===== config.mk =====
export PLATFORM = sky130hd
export DESIGN_NAME = bus_responder_8088
export DESIGN_NICKNAME = d
export VERILOG_FILES = /design/src/rtl/bus8088_pkg.sv /design/src/rtl/bus_addr_decode.sv /design/src/rtl/bus_responder_8088.sv
export SDC_FILE = /design/constraint.sdc
export NUM_CORES = 1
export LEC_CHECK = 0
export ABC_AREA = 1
export CAP_MARGIN = 20
export CORE_ASPECT_RATIO = 1.5
export CORE_UTILIZATION = 35
export CTS_CLUSTER_DIAMETER = 50
export DETAILED_ROUTE_END_ITERATION = 10
export PLACE_DENSITY_LB_ADDON = 0.15
export SYNTH_ARGS = -nofsm -noshare
export SYNTH_HDL_FRONTEND = slang
export SYNTH_SLANG_ARGS = --single-unit

===== constraint.sdc =====
create_clock -name clk -period 1.59 [get_ports clk]
set_clock_uncertainty 0.1 [all_clocks]
set_input_delay 0.159 -clock clk [delete_from_list [all_inputs] [get_ports clk]]
set_output_delay 0.159 -clock clk [all_outputs]
set_load 0.01 [all_outputs]

===== src/rtl/bus8088_pkg.sv =====
// ============================================================================
// bus8088_pkg : shared state encoding and bus constants for the 8088 responder
// Rev 1.0
// ============================================================================
`default_nettype none

package bus8088_pkg;

  localparam logic IOM_MEM = 1'b0;
  localparam logic IOM_IO  = 1'b1;

  typedef enum logic [2:0] {
    ST_IDLE    = 3'd0,
    ST_ADDR    = 3'd1,
    ST_RD_WAIT = 3'd2,
    ST_RD_DATA = 3'd3,
    ST_WR_WAIT = 3'd4,
    ST_END     = 3'd5,
    ST_DRAIN   = 3'd6
  } state_t;

endpackage

`default_nettype wire


===== src/rtl/bus_addr_decode.sv =====
// ============================================================================
// bus_addr_decode : masked address / iom match for the 8088 responder
// Rev 1.0
// ============================================================================
`default_nettype none

module bus_addr_decode
  import bus8088_pkg::*;
#(
  parameter logic [19:0] BASE_ADDR = 20'h00000,
  parameter logic [19:0] ADDR_MASK = 20'hF0000,
  parameter logic        IOM_SEL   = IOM_MEM
) (
  input  logic [19:0] a,
  input  logic        iom,
  output logic        sel
);

  assign sel = ((a & ADDR_MASK) == (BASE_ADDR & ADDR_MASK)) && (iom == IOM_SEL);

endmodule

`default_nettype wire


===== src/rtl/bus_responder_8088.sv =====
// ============================================================================
// bus_responder_8088 : 8088 bus slave bridging to a single-strobe backing store
// Rev 1.0 -- optional ready wait states via `BUS_WAIT_STATE_EN
// ============================================================================
`default_nettype none

module bus_responder_8088
  import bus8088_pkg::*;
#(
  parameter logic [19:0] BASE_ADDR   = 20'h00000,
  parameter logic [19:0] ADDR_MASK   = 20'hF0000,
  parameter logic        IOM_SEL     = IOM_MEM,
  parameter int unsigned WAIT_CYCLES = 2
) (
  input  logic        clk,
  input  logic        rst,
  input  logic [19:0] a,
  input  logic        ale,
  input  logic        iom,
  input  logic        rd_n,
  input  logic        wr_n,
  input  logic        den_n,
  input  logic [7:0]  ad_i,
  output logic [7:0]  ad_o,
  output logic        ad_oe,
  output logic        ready,
  output logic [19:0] mem_addr,
  output logic [7:0]  mem_wdata,
  output logic        mem_re,
  output logic        mem_we,
  input  logic [7:0]  mem_rdata,
  input  logic        mem_ack
);

  state_t state, state_next;
  logic   sel, sel_dec;
  logic   latch, re_set, we_set, rd_capture;

  bus_addr_decode #(
    .BASE_ADDR (BASE_ADDR),
    .ADDR_MASK (ADDR_MASK),
    .IOM_SEL   (IOM_SEL)
  ) u_decode (
    .a   (a),
    .iom (iom),
    .sel (sel_dec)
  );

  always_comb begin
    state_next = state;
    latch      = 1'b0;
    re_set     = 1'b0;
    we_set     = 1'b0;
    rd_capture = 1'b0;
    case (state)
      ST_RD_WAIT: begin
        if (mem_ack) begin
          rd_capture = 1'b1;
          state_next = ST_RD_DATA;
        end else if (rd_n) begin
          state_next = ST_DRAIN;
        end
      end
      ST_WR_WAIT: begin
        if (mem_ack)   state_next = ST_END;
        else if (wr_n) state_next = ST_DRAIN;
      end
      ST_DRAIN: begin
        if (mem_ack) state_next = ST_IDLE;
      end
      default: begin
        // A new address phase preempts whatever the non-waiting state was doing.
        if (ale) begin
          latch      = 1'b1;
          state_next = ST_ADDR;
        end else if (state == ST_ADDR) begin
          if (!sel) begin
            state_next = ST_IDLE;
          end else if (!rd_n && wr_n) begin
            re_set     = 1'b1;
            state_next = ST_RD_WAIT;
          end else if (!wr_n && rd_n) begin
            we_set     = 1'b1;
            state_next = ST_WR_WAIT;
          end
        end else if (state == ST_RD_DATA || state == ST_END) begin
          if (rd_n && wr_n) state_next = ST_IDLE;
        end
      end
    endcase
  end

  always_ff @(posedge clk) begin
    if (rst) begin
      state     <= ST_IDLE;
      sel       <= 1'b0;
      mem_addr  <= 20'h00000;
      mem_wdata <= 8'h00;
      ad_o      <= 8'h00;
      mem_re    <= 1'b0;
      mem_we    <= 1'b0;
    end else begin
      state  <= state_next;
      mem_re <= re_set;
      mem_we <= we_set;
      if (latch) begin
        mem_addr <= a;
        sel      <= sel_dec;
      end
      if (we_set)     mem_wdata <= ad_i;
      if (rd_capture) ad_o      <= mem_rdata;
    end
  end

  assign ad_oe = (state == ST_RD_DATA) && !rd_n && !den_n;

`ifdef BUS_WAIT_STATE_EN
  localparam logic [3:0] WAIT_LOAD = 4'(WAIT_CYCLES);

  logic       ready_reg;
  logic [3:0] wait_cnt;
  logic       ack_in_access;

  assign ack_in_access = mem_ack &&
                         (state == ST_RD_WAIT || state == ST_WR_WAIT || state == ST_DRAIN);

  // ready drops after the strobe and rises WAIT_LOAD cycles past the ack.
  always_ff @(posedge clk) begin
    if (rst) begin
      ready_reg <= 1'b1;
      wait_cnt  <= 4'd0;
    end else if (ack_in_access) begin
      if (WAIT_LOAD == 4'd0) ready_reg <= 1'b1;
      else                   wait_cnt  <= WAIT_LOAD;
    end else if (mem_re || mem_we) begin
      ready_reg <= 1'b0;
      wait_cnt  <= 4'd0;
    end else if (wait_cnt != 4'd0) begin
      wait_cnt <= wait_cnt - 4'd1;
      if (wait_cnt == 4'd1) ready_reg <= 1'b1;
    end
  end

  assign ready = ready_reg;
`else
  assign ready = 1'b1;
`endif

endmodule

`default_nettype wire


# Word level (Yosys, flattened, before mapping)
# Cells that the tools add are included.
[op_classes] add_sub_neg=0 mul=0 div_mod_pow=0 magnitude_cmp=0 eq_ne=10 shift=0 n_mux=24 bitwise=3 reduce_logical=16
[ops] cell="$mux 3" count=12
[ops] cell="$logic_not 20->1" count=1
[ops] cell="$reduce_bool 6->1" count=2
[ops] cell="$mux 1" count=11
[ops] cell="$eq 3x3->1 const B" count=3
[ops] cell="$pmux 3 s3" count=1
[ops] cell="$ne 8x3->1 const B" count=1
[ops] cell="$reduce_or 7->1" count=1
[ops] cell="$eq 3x2->1 const B" count=2
[ops] cell="$logic_and 1x1->1" count=6
[ops] cell="$ne 3x3->1 const B" count=2
[ops] cell="$reduce_and 6->1" count=1
[ops] cell="$eq 3x1->1 const B" count=1
[ops] cell="$logic_not 1->1" count=3
[ops] cell="$not 1->1" count=3
[ops] cell="$reduce_or 3->1" count=1
[ops] cell="$ne 2x2->1 const B" count=1
[ops] cell="$logic_or 1x1->1" count=1
[totals] reg_bits=42 latchBits=0 ram_bits=0 rom_bits=0 input_bits=44 mem_count=0

# Depth between registers and ports, before layout
# Gate-level depths: netlist (run 1).
[depth] word_depth=8 mapped_depth=10 depth_no_buf=10

# By module
# A second synthesis (run 1) with hierarchy kept.
[unflattened] hier_cells=234 area_unflattened_um2=1750.4
[by_module_without_submodules] mod="bus_responder_8088" n_inst=1 cells_each=227 area_each_um2=1724.2 seq_area_each_um2=840.8
[by_module_without_submodules] mod="bus_addr_decode" n_inst=1 cells_each=7 area_each_um2=26.3 seq_area_each_um2=0.0

# Worst setup path after synthesis (run 1)
# Ideal clock, no wire load.
[synth_path] path_type="register to register" from="register state[1]" to="register mem_wdata[0]" setup_time_ps=116 t_arrival_ps=1032 required_time_ps=1374 setup_slack_ps=342 stages_incl_launch_ff=9 n_path_buf=0 synth_period_minus_slack_ps=1248 path_cell_list="dfxtp_1 -> inv_2 -> nand2_1 -> nor2_1 -> nand2_2 -> nor2_4 -> inv_2 -> nor2_1 -> nor2_1"
[synth_via] elab_chain_len=4 elab_cells_between_ends=8 cone_classes="eq/ne: 4; mux: 3; reduce/logical: 1"
[synth_lines] element="start, declared" line_no="bus_responder_8088.sv:35" rtl="state_t state, state_next;"
[synth_lines] element="start signal, assigned" line_no="bus_responder_8088.sv:103" rtl="state <= state_next;"
[synth_lines] element="$eq 3x1->1" line_no="bus_responder_8088.sv:76" rtl="end else if (state == ST_ADDR) begin"
[synth_lines] element="$mux 1" line_no="bus_responder_8088.sv:76"
[synth_lines] element="$mux 1" line_no="bus_responder_8088.sv:73" rtl="if (ale) begin"
[synth_lines] element="$mux 1 (*)" line_no="bus_responder_8088.sv:55" rtl="case (state)"
[synth_lines] element="end signal, assigned" line_no="bus_responder_8088.sv:110" rtl="if (we_set) mem_wdata <= ad_i;"
[synth_lines] element="end, declared" line_no="bus_responder_8088.sv:28" rtl="output logic [7:0] mem_wdata,"
# Every way passes the cells marked *; elsewhere a longest branch is shown, timed or not.
# A chain may end at the register's enable or synchronous reset.

# Worst setup path after layout (run 1)
[layout_path] from="register state[2]" to="output ad_oe"
[layout_via] elab_chain_len=3
[layout_lines] element="$eq 3x2->1" line_no="bus_responder_8088.sv:115" rtl="assign ad_oe = (state == ST_RD_DATA) && !rd_n && !den_n;"
[layout_lines] element="$logic_and 1x1->1 (2 in a row)" line_no="bus_responder_8088.sv:115"
[layout_lines] element="end, declared" line_no="bus_responder_8088.sv:25" rtl="output logic ad_oe,"
# No other way between the ends.

==> results.md, run 1 <==
- Status: complete, no violations
- Starting Density: between 30% and 40%
- Fin. max-slew vios: 0
- Met2 WL: between 2000 and 2500 µm
- Final core utilization: around three fifths
- Area growth syn-to-layout: 63.79%
- Sequential area share after synthesis: 50.37%
- Pin count of the biggest net entering global routing: 28
- Total Wirelength: a little over 4000 µm
- Unrepaired setup endpoints after global routing: no
- Met3 wire length: between 200 and 300 µm
- Root Buffer Master: clkbuf_8
- Initial DRC Count: a little under 50
- Multi-input gate area: between 700 and 800 µm²
- HP Class: in -> reg
- Switching Share: 32.49%
- Core footprint: between 4000 and 5000 µm²
- DRT antenna net count: 0
- Synth top area cells: dfxtp_1 (50%), nor2_1 (19%), o21ai_0 (8.1%), o21ai_1 (3.3%), nand2_1 (2.9%)
- Tot Pwr: about 3.4 mW
- Most frequent cells after synthesis: nor2_1 (86), dfxtp_1 (42), o21ai_0 (27), nand2_1 (13), o21ai_1 (11)
- Comb power frac: between 30% and 40%
- Critical path arrival: about 1.2 ns
- Die Width: between 50 and 60 µm
- Final Hold Viols: 0
- Static Leak: 1.149 nW
- Top sig layer: met4
- Clk slew on worst S/H paths: roughly 0.090 ns
- Io pins: 84
- TritonCTS Buffers: 5
- PD cells: 1259 nW/µm²
- Mapped Avg Cell Area: roughly 7.4 µm²
- Crit path time final: around 1.5 ns
- Initial antenna violation count: 0
- Fraction of layout cells with a size suffix above 1: ~12%
- Internal power: 2.324 mW
- Ant diodes: 0
- IO buf count: between 80 and 90
- DR pass1 iterations: 4
- Site Rows: 30
- Clock group share of total power: a little over a fifth
- Filler Cell Count: between 400 and 500
- Synthesized Nets: 270
- Hpwl dp: between 2000 and 3000 µm
- GRT overflow: 0
- Worst Setup End Kind: output port
- Total number of vias: roughly 1.7k
- Die ar.: a little over 5000 µm²
- Synthesized cell area: around 1700 µm²
- RePlAce Congestion: around 0.81
- Die Height: 86.58 µm
- CP Class: reg -> out
- Synthesis warning total: 0
- Clock tree sinks: 42
- First-pass GRT wire length: 6686 µm
- Synth Instances: 226
- Storage cell area: between 800 and 900 µm²
- Synth Flop Type: dfxtp_1
- Clock Latency Late Sink: around 0.30 ns
- Biggest area consumer among synthesized cells: dfxtp_1
- Clk buf depth: 2
- CTS tree: yes
- Drt drc: 0
- Max-cap violation count: 0
- Vias/cell: approximately 4.5
- Maximum VDD drop: 0.7506 mV
- Hold_buf cts: 0
- Final setup viols: 0
- Distinct cell type count after synthesis: 22
- Vias in the first global route: roughly 1.5k
- # nets final: roughly 360
- EDFF count, synth: 0
- H-tree depth: 2
- CP max FO: 3
- CP Data Required Time: roughly 1.3 ns
- NetSw: approximately 1.1 mW
- Yosys top cell area share: ~50%
- Wirelength per Cell: 10.60 µm
- Wl on met1: between 1500 and 2000 µm
- Top-count cell post-synth: nor2_1
- F_max: a little under 700 MHz
- Crit start category: register
- Sequential share of power: slightly above 40%
- Async set or reset register ratio after synthesis: 0%
- FF+latch count, synth: 42
- Total GRT Usage: 17.05%
- Period utilization: 93.09%
state kept, by name (all words and copies together) (netlist names):
register   cells
mem_addr      20
mem_re         1
mem_wdata      8
state          3
ad_o           8
mem_we         1
sel            1
power groups by stage:
stage	combinational (mW)	sequential, mW	clock [mW]
floorplan	0.575	1.51	0
global placement	1.33	1.40	0
detailed placement	1.34	1.41	0
CTS	1.34	1.39	0.741
global route	1.49	1.41	0.788
finish	1.34	1.39	0.720
placed cells by master, fill, tap and decap left out, types with 2 or more instances in the layout:
cell,count
nor2_2,2
buf_4,13
nand2_2,3
dfxtp_1,41
inv_2,5
clkbuf_8,6
a21oi_1,4
nand3_1,6
o21ai_0,27
inv_1,7
o21ai_1,11
nor3_1,3
nand2_1,13
nor2_4,3
nor2_1,86
clkdlybuf4s50_1,81
worst max-delay path, stage by stage (launching register included):
cell and delay (ns):
dfxtp_1 0.33, inv_2 0.07, nand3_1 0.08, nor3_1 0.16
dlygate4sd2_1 0.29
per-stage QoR:
stage	cells	worst slack (ns)	hold slack, ns	TNS (ns)	instance area, µm²
after global placement	376	-0.07431	0.3610	-0.07431	2631
after global routing	385	0.007213	0.3516	0	2734
after floorplan	226	0.3419	0.1314	0	1669
after detailed placement	376	-0.1125	0.3717	-0.2065	2631
final	385	0.1098	0.3448	0	2734
after CTS	384	0.09851	0.3376	0	2726
worst paths after layout:
check / slack (ns) / cells after the start / from / to
worst max-delay path: 0.11 / 4 / state[2] / ad_oe
worst min-delay path: 0.34 / 3 / ad_i[7] / mem_wdata[7]
worst max register to register: 0.17 / 7 / state[2] / ad_o[3]
worst min register to register: 0.38 / 2 / sel / sel
cells by family (layout without fill, tap and decap cells):
logic type | after synthesis | count (layout) | synth area share, %
buffers and inverters | 21 | 116 | 5.622
other | 1 | 1 | 0.2247
DFF | 42 | 42 | 50.38
and+or+nand+nor | 118 | 118 | 29.91
AOI/OAI and AO/OA | 44 | 44 | 13.87
what timing repair did:
action	CTS	global route
setup endpoints to repair	1	3
resized for setup	2	0
pin swaps	0	1
buffers inserted	0	1
per-layer routing:
layer  global-route usage [%]  up-vias
li1                         -      905
met4                    7.143        0
met3                    3.731        6
met5                        0        -
met1                    19.91      760
met2                    29.57       58
area by class of cell:
cell class | count | share of cell area (%)
Timing Repair Buffer | 96 | 34.28
Sequential cell | 42 | 30.80
Multi-Input combinational cell | 163 | 26.86
Clock buffer | 6 | 3.021
Tap cell | 64 | 2.929
Inverter | 12 | 1.648
Clock inverter | 2 | 0.4577
Note: power is estimated with default switching activity, not from simulation.
==> run 2, diff against run 1 <==
- CTS_CLUSTER_SIZE: not set -> 12
==> results of run 2 <==
The final DEF is identical to that of run 1; final timing and power are the same.
==> run 3, diff against run 2 <==
- HOLD_SLACK_MARGIN: not set -> 0.03
- TNS_END_PERCENT: not set -> 10
==> results of run 3 <==
The final DEF is identical to that of run 1; final timing and power are the same.
